### src/rtl/fixedpoint_round_sat_stage.sv
// Round/saturate a WII.WFI difference into WIR.WFR, behind a 2-entry skid buffer.
// FXP_ROUND_EN selects round-half-up; when it is undefined the stage truncates (floor).
module fixedpoint_round_sat_stage #(
  parameter int unsigned WII   = 5,
  parameter int unsigned WFI   = 4,
  parameter int unsigned WIR   = 4,
  parameter int unsigned WFR   = 2,
  parameter int unsigned CNT_W = 8
) (
  input  logic                 clk,
  input  logic                 rst,
  input  logic                 in_valid,
  output logic                 in_ready,
  input  logic [WII+WFI-1:0]   in_data,
  input  logic                 in_ovf,
  output logic                 out_valid,
  input  logic                 out_ready,
  output logic [WIR+WFR-1:0]   out_data,
  output logic                 out_sat,
  input  logic                 clr_count,
  output logic [CNT_W-1:0]     sat_count
);

  localparam int unsigned IW = WII + WFI;
  localparam int unsigned RW = WIR + WFR;
  localparam int unsigned AW = WII + WFR + 1;
  localparam logic [RW-1:0] MIN_CODE = RW'(1) << (RW - 1);
  localparam logic [RW-1:0] MAX_CODE = ~MIN_CODE;

  logic signed [AW-1:0] aligned;
  logic [RW-1:0]        trunc;
  logic                 pos_clip;
  logic                 neg_clip;
  logic [RW-1:0]        conv_data_c;
  logic                 conv_sat_c;

  // Fraction alignment onto the result grid, one guard integer bit for the round carry
  generate
    if (WFR >= WFI) begin : g_pad
      localparam int unsigned LSH = WFR - WFI;
      assign aligned = AW'($signed(in_data)) <<< LSH;
    end else begin : g_round
      localparam int unsigned SH = WFI - WFR;
      logic signed [IW:0] ext;
      logic signed [IW:0] sum;
      assign ext = (IW+1)'($signed(in_data));
`ifdef FXP_ROUND_EN
      assign sum = ext + $signed((IW+1)'(1) << (SH - 1));
`else
      assign sum = ext;
`endif
      assign aligned = AW'(sum >>> SH);
    end
  endgenerate

  // Integer range check: clip when the bits above the result sign disagree with it
  generate
    if (AW > RW) begin : g_clip
      localparam int unsigned HW = AW - RW + 1;
      logic [HW-1:0] hi;
      assign hi       = aligned[AW-1:RW-1];
      assign pos_clip = ~hi[HW-1] & (|hi);
      assign neg_clip = hi[HW-1] & ~(&hi);
      assign trunc    = aligned[RW-1:0];
    end else begin : g_noclip
      assign pos_clip = 1'b0;
      assign neg_clip = 1'b0;
      assign trunc    = RW'(aligned);
    end
  endgenerate

  // Upstream overflow means the true sign is the inverse of the wrapped MSB
  always_comb begin
    conv_data_c = trunc;
    conv_sat_c  = 1'b0;
    if (in_ovf) begin
      conv_sat_c  = 1'b1;
      conv_data_c = in_data[IW-1] ? MAX_CODE : MIN_CODE;
    end else if (pos_clip) begin
      conv_sat_c  = 1'b1;
      conv_data_c = MAX_CODE;
    end else if (neg_clip) begin
      conv_sat_c  = 1'b1;
      conv_data_c = MIN_CODE;
    end
  end

  logic              main_valid_q, main_valid_d;
  logic [RW-1:0]     main_data_q,  main_data_d;
  logic              main_sat_q,   main_sat_d;
  logic              skid_valid_q, skid_valid_d;
  logic [RW-1:0]     skid_data_q,  skid_data_d;
  logic              skid_sat_q,   skid_sat_d;
  logic [CNT_W-1:0]  cnt_q,        cnt_d;
  logic              accept;
  logic              drain;

  assign accept = in_valid & in_ready;
  assign drain  = main_valid_q & out_ready;

  // Skid buffer: main refills from skid first so ordering is preserved
  always_comb begin
    main_valid_d = main_valid_q;
    main_data_d  = main_data_q;
    main_sat_d   = main_sat_q;
    skid_valid_d = skid_valid_q;
    skid_data_d  = skid_data_q;
    skid_sat_d   = skid_sat_q;
    if (!main_valid_q || drain) begin
      if (skid_valid_q) begin
        main_valid_d = 1'b1;
        main_data_d  = skid_data_q;
        main_sat_d   = skid_sat_q;
        skid_valid_d = 1'b0;
      end else if (accept) begin
        main_valid_d = 1'b1;
        main_data_d  = conv_data_c;
        main_sat_d   = conv_sat_c;
      end else begin
        main_valid_d = 1'b0;
      end
    end else if (accept) begin
      skid_valid_d = 1'b1;
      skid_data_d  = conv_data_c;
      skid_sat_d   = conv_sat_c;
    end
  end

  // Saturating clip counter; clear wins over a same-cycle increment
  always_comb begin
    cnt_d = cnt_q;
    if (clr_count) begin
      cnt_d = '0;
    end else if (accept && conv_sat_c && !(&cnt_q)) begin
      cnt_d = cnt_q + CNT_W'(1);
    end
  end

  always_ff @(posedge clk) begin
    if (rst) begin
      main_valid_q <= 1'b0;
      main_data_q  <= '0;
      main_sat_q   <= 1'b0;
      skid_valid_q <= 1'b0;
      skid_data_q  <= '0;
      skid_sat_q   <= 1'b0;
      cnt_q        <= '0;
    end else begin
      main_valid_q <= main_valid_d;
      main_data_q  <= main_data_d;
      main_sat_q   <= main_sat_d;
      skid_valid_q <= skid_valid_d;
      skid_data_q  <= skid_data_d;
      skid_sat_q   <= skid_sat_d;
      cnt_q        <= cnt_d;
    end
  end

  assign in_ready  = ~skid_valid_q;
  assign out_valid = main_valid_q;
  assign out_data  = main_data_q;
  assign out_sat   = main_sat_q;
  assign sat_count = cnt_q;

endmodule
### config.mk
export PLATFORM = sky130hd
export DESIGN_NAME = fixedpoint_round_sat_stage
export DESIGN_NICKNAME = d
export VERILOG_FILES = /design/src/rtl/fixedpoint_round_sat_stage.sv
export SDC_FILE = /design/constraint.sdc
export NUM_CORES = 1
export LEC_CHECK = 0
export ABC_AREA = 1
export CAP_MARGIN = 20
export CORE_ASPECT_RATIO = 1.1
export CORE_MARGIN = 1
export CORE_UTILIZATION = 45
export CTS_BUF_LIST = sky130_fd_sc_hd__clkbuf_4
export DETAILED_ROUTE_END_ITERATION = 7
export PLACE_DENSITY = 0.77
export SETUP_SLACK_MARGIN = 0.5
export SLEW_MARGIN = 20
export SYNTH_ARGS = -nofsm -noshare
export SYNTH_HDL_FRONTEND = slang
export SYNTH_SLANG_ARGS = --single-unit
### constraint.sdc
create_clock -name clk -period 1.4 [get_ports clk]
set_clock_uncertainty 0.15 [all_clocks]
set_input_delay 0.21 -clock clk [delete_from_list [all_inputs] [get_ports clk]]
set_output_delay 0.21 -clock clk [all_outputs]
set_load 0.02 [all_outputs]
# ---- After elaboration in Yosys (flattened, before gate mapping)
# Cells that the tools add are included.
dict set report op_classes {
  addsub 1
  mux 13
  bitwise_logic 8
  reduce_logical 13
}
# cell count
set op_table {}
lappend op_table {{$mux 6} 6}
lappend op_table {{$add 8x1->8 const B} 1}
lappend op_table {{$reduce_and 8->1} 1}
lappend op_table {{$mux 1} 7}
lappend op_table {{$reduce_and 2->1} 3}
lappend op_table {{$reduce_or 2->1} 3}
lappend op_table {{$and 1x1->1} 4}
lappend op_table {{$not 1->1} 4}
lappend op_table {{$logic_and 1x1->1} 2}
lappend op_table {{$logic_not 1->1} 2}
lappend op_table {{$reduce_bool 2->1} 1}
lappend op_table {{$logic_or 1x1->1} 1}
dict set report word_totals {
  register_bits 24
  input_bits 15
  out_inout_bits 17
  word_cells 42
}

# ---- Longest topological paths before layout
dict set report logic_depth {
  word_depth 8
  ltp_mapped 9
  depth_no_buf 9
}

# ---- Worst setup path after synthesis
# No wires, ideal clock.
dict set report synth_timing {
  path_type {flip-flop to flip-flop}
  from {reg cnt_q[0] (netlist: sat_count[0])}
  to {reg cnt_q[0] (netlist: sat_count[0])}
  setup_ps 116
  arrival_time_ps 1276
  required_time_ps 1134
  path_slack_ps -142
  stages_incl_launch_ff 9
  path_buffers 0
  synth_period_minus_slack_ps 1542
  cell_sequence {dfxtp_1 -> ha_1 -> nand2_1 -> nor2_2 -> nand2_2 -> nand2_4 -> inv_4 -> nor2_1 -> nor2_1}
}
dict set report synth_between {
  elab_chain_cells 3
  elab_cells_between_ends 4
  cone_classes {add/sub (1); reduce/logical (3)}
}
# element line
set synth_lines {}
lappend synth_lines {{from (decl)} 94} ;# logic [CNT_W-1:0] cnt_q, cnt_d;
lappend synth_lines {{from (signal assigned)} 155} ;# cnt_q <= cnt_d;
lappend synth_lines {{branches (longest 3 deep; another with $add 8x1->8)} -}
# Parallel ways; which one is timed is not known.
# A chain may end at the register's enable or synchronous reset.

# ---- Final worst setup path
dict set report layout_timing {
  from {reg main_valid_q (netlist: out_valid)}
  to {reg skid_data_q[0]}
}
dict set report layout_between {
  elab_chain_cells 4
  elab_cells_between_ends 5
  cone_classes {bitwise (2); reduce/logical (3)}
}
# element line
set layout_lines {}
lappend layout_lines {{from (decl)} 88} ;# logic main_valid_q, main_valid_d;
lappend layout_lines {{from (signal assigned)} 149} ;# main_valid_q <= main_valid_d;
lappend layout_lines {{$and 1x1->1 or $logic_not 1->1 (tied branches)} {99, 109}}
lappend layout_lines {{$logic_or 1x1->1 *} 109} ;# if (!main_valid_q || drain) begin
lappend layout_lines {{$not 1->1 (no line) *} -}
lappend layout_lines {{$reduce_and 2->1 (no line) *} -}
lappend layout_lines {{to (signal assigned)} 153} ;# skid_data_q <= skid_data_d;
lappend layout_lines {{to (decl)} 92} ;# logic [RW-1:0] skid_data_q, skid_data_d;
# Every way passes the cells marked *; elsewhere a longest branch is shown, timed or not.

==> run_results.csv <==
group,metric,value,unit
outcome,outcome,"complete, no violations",
detailed_routing,drc_errors,0,
timing,achievable-frequency,714.4,MHz
worst_setup_path,slowest_stage,"sky130_fd_sc_hd__dfxtp_4",
global_routing,grt.overflow.total,0,
detailed_routing,totalWireLength,3.539,mm
final_layout,count_of_antenna_diodes_in_the_layout,0,
clock_tree,cts_tree,"built",
power,p_int,1.011,mW
worst_setup_path,worstPathCellList,"inv_2, nor2_4, inv_2, nor2_4, nor2_1, nor2_1, o21ai_2, inv_1",
timing,period_utilization_post_route,99.98,%
timing,finalHoldViolCount,0,
final_layout,design.final.nets,258,
power,post-layout-total-power,1.451,mW
timing,setup_repair_after_global_routing_missed_its_margin,"yes",
worst_setup_path,crit_required,1.52,ns
placed_design,post-dp-hpwl,2.308,mm
clock_tree,clk_path_buf_depth,2,
global_routing,grt_pass1_vias,1282,
worst_setup_path,cp-start-kind,"flop",
clock_tree,clockRootBuffer,"sky130_fd_sc_hd__clkbuf_4",
die,start_util,49.11,%
placed_design,place_inst,256,
synth,synth.distinct_cells,22,
placed_design,dp_slack,-0.5263,ns
timing,final_max_slew_viol_count,0,
die,num_io_pins,32,
global_routing,grt_antenna_before_repair,0,
final_layout,summed_area_of_non_filler_cells_in_the_final_layout,2026,sq um
synth,postSynth.asyncResetShare,0,%
global_routing,met3_usage_in_global_routing,3.150,%
global_routing,global_route.usage.total,23.54,%
clock_tree,cts.sinks,24,
clock_tree,clkTransAtPathRegs,0.13,ns
power,p_per_area,716.5,nW/um^2
clock_tree,ctsHtreeMaxLevel,1,
power,switching_share,30.35,%
final_layout,final_cells,270,
global_routing,grt_max_degree,14,
worst_setup_path,worstPathMaxFanout,5,
clock_tree,cts_inserted_buffers,3,
power,p_leak,0.9634,nW
clock_tree,clock_insertion_delay_worst_skew,0.31,ns
power,netSwitchingPower,0.4404,mW
synth,synth.ff_latch_count,24,
job,max-cap-violations,0,
die,floorplan.die_area,3044,sq um
synth,synth-seq-area-share,37.76,%
worst_setup_path,slowest_delay,0.37,ns
worst_setup_path,rr_startpoint,"out_valid$_SDFFE_PP0N_",
power,power.share.combinational,25.8,%
timing,worst_hold_slack,0.2780,ns
placed_design,portBuffers,29,
timing,final.setup.worst_slack,0.0002689,ns
timing,tightestPinTransition,0.3245,ns
detailed_routing,avgRoutedWirePerCell,13.11,microns
die,placementRows,19,
detailed_routing,vias_per_cell,5.100,
die,die_y,57.77,microns
worst_setup_path,crit_type,"flop to flop",
synth,syn-num-nets,205,
timing,finalSetupViolations,0,
hold_path,holdCritStartpoint,"in_valid",
synth,synthFlopType,"sky130_fd_sc_hd__dfxtp_1",
hold_path,min_path_type,"input pin to flop",
power,share_seq_of_total_power,50.8,%
die,die-width,52.70,microns
synth,avgSynthCellArea,6.805,sq um
placed_design,routabilityCongestion,0.8622,
placed_design,post_dp_cell_area,1754,sq um
worst_setup_path,worstPathArrival,1.52,ns
die,placeableCoreArea,2591,sq um
timing,fin_tns_setup,0,ns
detailed_routing,drt-pass1-iter-count,4,
final_layout,layout.core_utilization,78.17,%
worst_setup_path,crit_start,"out_valid$_SDFFE_PP0N_",
detailed_routing,number_of_drc_markers_in_iteration_0,44,
synth,synth-edff-count,0,
detailed_routing,postRouteAntennaNets,0,
timing,max_slew_margin,78.29,%
global_routing,global_route.usage.met2,41.05,%
global_routing,met1_usage,29.92,%
global_routing,global_route.peak_usage_layer,"met2",
global_routing,grt_first_pass_wirelength,5.451,mm
power,clkPwrFrac,23.4,%
power,ir_drop,588.3,uV
final_layout,post_route_cells_drive_above_1_share,43.10,%
detailed_routing,via_count,1377,
synth,syn_inst,187,
timing,final.min_clock_period,1.400,ns
worst_setup_path,end_kind,"flop",
final_layout,area_growth,59.19,%
synth,yosysWarnings,0,
synth,syn_area,1272,sq um
sequential cells by signal, indices dropped and copies added (netlist names):
| name | cells |
|---|---|
| out_data | 6 |
| skid_data_q | 6 |
| out_valid | 1 |
| skid_sat_q | 1 |
| skid_valid_q | 1 |
| sat_count | 8 |
| out_sat | 1 |
worst paths after layout:
path                                                    end  slack (ns)  cells past startpoint
worst max-delay path            skid_data_q[0]$_SDFFE_PP0P_      0.0003                      8
worst min-delay path              skid_valid_q$_SDFFE_PP0P_        0.28                      4
worst max register to register  skid_data_q[0]$_SDFFE_PP0P_      0.0003                      8
worst min register to register    sat_count[3]$_SDFFE_PP0P_        0.35                      2
cell usage after synthesis (2+ instances only):
cell | n | area (sq um)
sky130_fd_sc_hd__nor2_1 | 27 | 101.4
sky130_fd_sc_hd__nor2_4 | 2 | 22.52
sky130_fd_sc_hd__nand4_1 | 2 | 12.51
sky130_fd_sc_hd__xor2_1 | 4 | 35.03
sky130_fd_sc_hd__nand2_4 | 2 | 22.52
sky130_fd_sc_hd__inv_1 | 28 | 105.1
sky130_fd_sc_hd__nor2_2 | 3 | 18.77
sky130_fd_sc_hd__ha_1 | 3 | 37.54
sky130_fd_sc_hd__nand2_1 | 40 | 150.1
sky130_fd_sc_hd__a21oi_1 | 19 | 95.09
sky130_fd_sc_hd__inv_2 | 2 | 7.510
sky130_fd_sc_hd__dfxtp_1 | 24 | 480.5
sky130_fd_sc_hd__nand3_1 | 3 | 15.01
sky130_fd_sc_hd__o21ai_0 | 20 | 100.1
critical path: cells and delay by family (launching register included):
family / cells / cell delay, ns
compound gates: 1 / 0.09
buf+inv: 3 / 0.18
flops: 1 / 0.37
simple gates: 4 / 0.56
final cells by class:
type                    instances  area, sq um
repair buffers                 49        476.7
fillers                       176        565.5
flip-flops and latches         24        516.7
multi-input cells             130        823.3
clock buffers                   4        30.03
well taps                      31        38.79
inverters                      32        140.1
what timing repair did:
action                                 CTS  global route
buffers inserted                         4             5
gates cloned                             1             0
setup endpoints to repair               41            41
hold buffers                             0             0
pin swaps                                8             8
endpoints found under the hold margin    0             0
gates resized for setup                122            31
layout by cell type (no fill, tap or decap):
cell	instances
sky130_fd_sc_hd__nand3_1	3
sky130_fd_sc_hd__inv_8	1
sky130_fd_sc_hd__a21oi_2	9
sky130_fd_sc_hd__buf_6	19
sky130_fd_sc_hd__dfxtp_1	7
sky130_fd_sc_hd__buf_8	1
sky130_fd_sc_hd__dfxtp_2	11
sky130_fd_sc_hd__buf_4	17
sky130_fd_sc_hd__nor2_4	7
sky130_fd_sc_hd__dlymetal6s2s_1	1
sky130_fd_sc_hd__ha_4	2
sky130_fd_sc_hd__a211oi_1	1
sky130_fd_sc_hd__nand4_1	2
sky130_fd_sc_hd__clkdlybuf4s50_1	9
sky130_fd_sc_hd__nand2_1	39
sky130_fd_sc_hd__dfxtp_4	6
sky130_fd_sc_hd__dlygate4sd2_1	2
sky130_fd_sc_hd__nor2_8	1
sky130_fd_sc_hd__ha_1	1
sky130_fd_sc_hd__nand2_4	3
sky130_fd_sc_hd__clkbuf_4	4
sky130_fd_sc_hd__nor3_2	1
sky130_fd_sc_hd__a21oi_4	2
sky130_fd_sc_hd__nor2_2	7
sky130_fd_sc_hd__xor2_1	4
sky130_fd_sc_hd__o21ai_2	4
sky130_fd_sc_hd__a21oi_1	8
sky130_fd_sc_hd__o21ai_0	14
sky130_fd_sc_hd__nor2_1	19
sky130_fd_sc_hd__inv_4	1
sky130_fd_sc_hd__inv_1	24
sky130_fd_sc_hd__o21ai_1	2
sky130_fd_sc_hd__clkinv_4	2
sky130_fd_sc_hd__nand2_8	1
sky130_fd_sc_hd__inv_2	4
power groups by stage:
stage	clock network, mW	logic [mW]	registers [mW]
global placement	0	0.307	0.747
finish	0.340	0.375	0.737
CTS	0.346	0.336	0.739
global route	0.380	0.409	0.741
detailed placement	0	0.311	0.749
floorplan	0	0.155	0.775
cells by family (layout without fill, tap and decap cells):
kind of cell | count (synthesis) | after routing | share of synthesized area, %
adders and majority gates | 3 | 3 | 2.950
buffers and inverters | 34 | 85 | 11.21
and+or+nand+nor | 82 | 83 | 29.40
DFF | 24 | 24 | 37.76
xor gates and xnor gates | 4 | 4 | 2.753
AOI/OAI and AO/OA | 40 | 40 | 15.93
layer usage:
metal | wire length [microns] | vias to the layer above
met5 | 0 | -
met4 | 29 | 0
met3 | 136 | 4
met1 | 1487 | 646
li1 | - | 685
met2 | 1886 | 42
No activity file was read; power rests on OpenSTA's default activity.
==> variant 1: new RTL, same settings <==
Build with the macro `FXP_ROUND_EN` defined.
--- a/src/rtl/fixedpoint_round_sat_stage.sv
+++ b/src/rtl/fixedpoint_round_sat_stage.sv
@@ -2,2 +2,4 @@
 // FXP_ROUND_EN selects round-half-up; when it is undefined the stage truncates (floor).
+`define FXP_ROUND_EN
+
 module fixedpoint_round_sat_stage #(
Formal check against the unedited RTL: not equivalent (a bounded check fails within 4 cycles, from zero or initial values and one cycle with rst high).
==> variant 1 against the unedited design <==
The run now ends with setup timing left; via count increased by 31%; largest power group unchanged; design area rose by 26%; final cell count rose by 15%; routed wire length increased by 63%; highest routed layer unchanged; largest cell class unchanged; setup slack got worse by 0.12 ns; total power up 24%; synthesized area increased by 6.6%; sequential cell count unchanged.
==> variant 1: results (changes against the unedited design) <==
WP data arrival=1.65 ns (+0.13 ns); Syn Nets=214 (+4.4%); Final Setup Violations=13 (+13); Leak Pwr=1.13 nW (+18%); met1 WL=2.23 mm (+50%); failing checks=setup timing; port bufs=30 (+3.4%); status=complete, but fails checks; WL met3=297 microns (+120%); NetSw=0.566 mW (+28%); first-pass GRT wire length=6.80 mm (+25%); vias in the first global route=1,618 (+26%); fill cell count=119 (-32%); met2 WL=3.05 mm (+62%); Detail Placement HPWL=2.51 mm (+8.8%); DRT iter0 DRCs=116 (+160%); total track usage=0.285 (+0.0496); top cells by area, synth=dfxtp_1 35%, nand2_1 13%, a21oi_1 6.6%; Clock Latency Late Sink=0.34 ns (+0.03 ns); sequential share of the synthesized area=0.354 (-0.0233); largest net degree at the start of global routing=15 (+1); Max VDD drop=0.646 mV (+9.7%); final worst slack=-0.120 ns (-0.120 ns); routed wire length=5.77 mm (+63%); layout cells sized above 1=0.619 (+0.188); placed cell areas=1910 sq um (+9.0%); utilization after layout=0.908 (+0.127)
-- variant 1: cells by family (layout without fill, tap and decap cells) --
| group | Yosys count | in the layout | synth area share |
|---|---|---|---|
| AO/OA/AOI/OAI | 34 | 34 | 0.134 |
| XOR/XNOR | 9 | 9 | 0.0581 |
| adder cells (fa/ha/maj) | 2 | 2 | 0.0184 |
| buffers and inverters | 24 | 103 | 0.0756 |
| flip-flops | 24 | 24 | 0.354 |
| AND/OR/NAND/NOR | 104 | 106 | 0.360 |
-- variant 1: final timing paths --
path	from	to	slack, ns	depth (start not counted)
max	sat_count[2]	sat_count[7]	-0.12	5
min	in_data[5]	skid_data_q[3]	0.26	7
max reg2reg	sat_count[2]	sat_count[7]	-0.12	5
min reg2reg	out_data[0]	out_data[0]	0.36	2
-- variant 1: repair_timing --
action,in CTS,in global routing
buffers inserted,20,9
gates resized for setup,181,61
endpoints found under the setup margin,41,41
cloned,3,1
pin swaps,35,31
-- variant 1: per-layer routing --
metal,GRT usage,up-vias
li1,-,811
met2,0.521,86
met1,0.324,893
met5,0,-
met3,0.0308,20
met4,0.117,0
-- variant 1: final cells by class --
class,instances,share of cell area
Clock buffer,3,0.00885
Clock inverter,1,0.0118
Inverter,18,0.0344
Multi-Input combinational cell,151,0.438
Sequential cell,24,0.203
Tap cell,33,0.0162
Timing Repair Buffer,79,0.281
Timing Repair inverter,2,0.00737
-- variant 1: power groups by stage --
stage                     Clock, mW  Combinational, mW  Sequential [mW]
after CTS                     0.526              0.425            0.730
after detailed placement          0              0.346            0.741
after global placement            0              0.338            0.740
after global routing          0.553              0.560            0.739
after floorplan                   0              0.182            0.764
final                         0.535              0.529            0.737
-- variant 1: metrics by stage --
step / instances / hold WS, ns / total power [mW] / setup TNS (ns)
detailed placement: 274 / 0.306 / 1.09 / -14.87
finish: 311 / 0.263 / 1.80 / -0.888
global route: 311 / 0.307 / 1.85 / -1.75
CTS: 301 / 0.219 / 1.68 / -0.127
floorplan: 197 / 0.214 / 0.946 / -0.0699
global placement: 274 / 0.302 / 1.08 / -13.07
-- variant 1: critical path, cell delays in order (launching register included) --
cell and delay, ns:
dfxtp_4 0.42, nand3_1 0.20, nor3_2 0.23, xor2_1 0.21
nand4_1 0.12, a21oi_1 0.14
==> variant 2: new RTL, config.mk and constraints unchanged <==
Without the edit above. Register the output `sat_count` once more; this adds one clock of latency there. The other outputs are not delayed to match.
--- a/src/rtl/fixedpoint_round_sat_stage.sv
+++ b/src/rtl/fixedpoint_round_sat_stage.sv
@@ -162,3 +162,5 @@
   assign out_sat   = main_sat_q;
-  assign sat_count = cnt_q;
+  always_ff @(posedge clk) begin
+    sat_count <= cnt_q;
+  end
 
Check against the original RTL: not equivalent (a bounded check fails within 4 cycles, from zero or initial values and one cycle with rst high).
==> variant 2 against the unedited design <==
Design area rose by 18%; synthesized area grew 14%; routed wire length decreased by 0.90%; sequential cell count is 8 higher; setup slack improved by 0.020 ns; critical path type unchanged; utilization increased by 0.48 points; total power grew 34%; combinational power up 16%.
==> variant 2: results (changes against the unedited design) <==
Slowest cell on crit path=dfxtp_2; largest fanout on the critical path=5 (unchanged); Hold Startpoint=cnt_q[3]; CTS-repair resized insts=150 (+23%); # clk buffers=7 (+3); Die X=56.1 microns (+6.5%); met1 WL=1.45 mm (-2.6%); ys async rst share=0 (unchanged); total track usage=0.196 (-0.0397); sequential share of the synthesized area=0.442 (+0.0642); placed cell areas=2020 sq um (+15%); multi-input combinational gate total=128 (-1.5%); Post-Syn Instances=191 (+2.1%); Slew headroom=0.763 (-0.0198); sequential fraction of total cell area=0.279 (+0.0241); synthesis-stage register bit count=32 (+33%); fill cell count=200 (+14%); r2r worst-path depth=7 (-1); WL met3=144 microns (+5.9%); buffer share of cell area=0.240 (+0.00423); Post-synth top cells=37 x nand2_1, 32 x dfxtp_1, 27 x inv_1, 26 x nor2_1; worst setup path start=cnt_q[1]; Tcrit/Tclk final=0.986 (-0.0143); met2 WL=1.84 mm (-2.5%); Syn Nets=209 (+2.0%); layout cells sized above 1=0.514 (+0.0827); Power Density=811 nW/um^2 (+13%); NetSw=0.556 mW (+26%); buffers outside the clock class=59 (+20%); routed wire length per instance=12.1 microns (-8.1%); initial antenna violation count=0 (unchanged); synth unique cells=23 (+4.5%); Comb power frac=0.224 (-0.034); WP data arrival=1.45 ns (-0.07 ns); Hold Path Class=flip-flop to flip-flop; vias in the first global route=1,219 (-4.9%); Power Clock=0.534 mW (+57%); top cells by area, synth=dfxtp_1 44%, nand2_1 9.6%, inv_1 7.0%; r2r endpoint=cnt_q[2]; multi-input logic area=902 sq um (+9.6%); status=completed; met3 Use GR=0.0567 (+0.0252); Clock buf/inv share=0.0235 (+0.00866); placed insts=269 (+5.1%); Max VDD drop=0.976 mV (+66%); Post-CTS Setup Bufs=3 (-1); met1 Resource Use GR=0.215 (-0.0840); Detail Placement HPWL=2.22 mm (-3.9%); largest net degree at the start of global routing=10 (-4); Leak Pwr=1.10 nW (+15%); Post-Place Setup Slack=-0.532 ns (-0.00555 ns); RD Place Congestion=0.808 (-6.3%); H-tree Lvls=2 (+1); first-pass GRT wire length=5.06 mm (-7.1%); utilization after layout=0.787 (+0.00479); routed wire length=3.51 mm (-0.90%); met2 Use GR=0.350 (-0.0601)
[variant 2: changes by cell type in the layout (fill, tap and decap cells not counted), sizes merged, moves of 2 or more]
cell | unedited run | this run
buf | 37 | 47
dfxtp | 24 | 32
clkbuf | 4 | 7
inv | 30 | 27
nand2 | 43 | 40
clkinv | 2 | 4
nand3 | 3 | 5
[variant 2: logic make-up after synthesis]
family	Yosys count	synth area share
xor gates and xnor gates	4	0.0242
AOI/OAI and AO/OA	39	0.136
buffers and inverters	32	0.0975
and+or+nand+nor	81	0.274
DFF	32	0.442
adders and majority gates	3	0.0259
[variant 2: worst min path at each step]
stage                   end  slack (ns)  cells after the start
6_report       sat_count[3]        0.26                      0
3_3_place_gp   sat_count[3]        0.25                      0
2_1_floorplan  sat_count[6]        0.21                      0
4_1_cts        sat_count[3]        0.25                      0
3_5_place_dp   sat_count[3]        0.24                      0
5_1_grt        sat_count[3]        0.26                      0
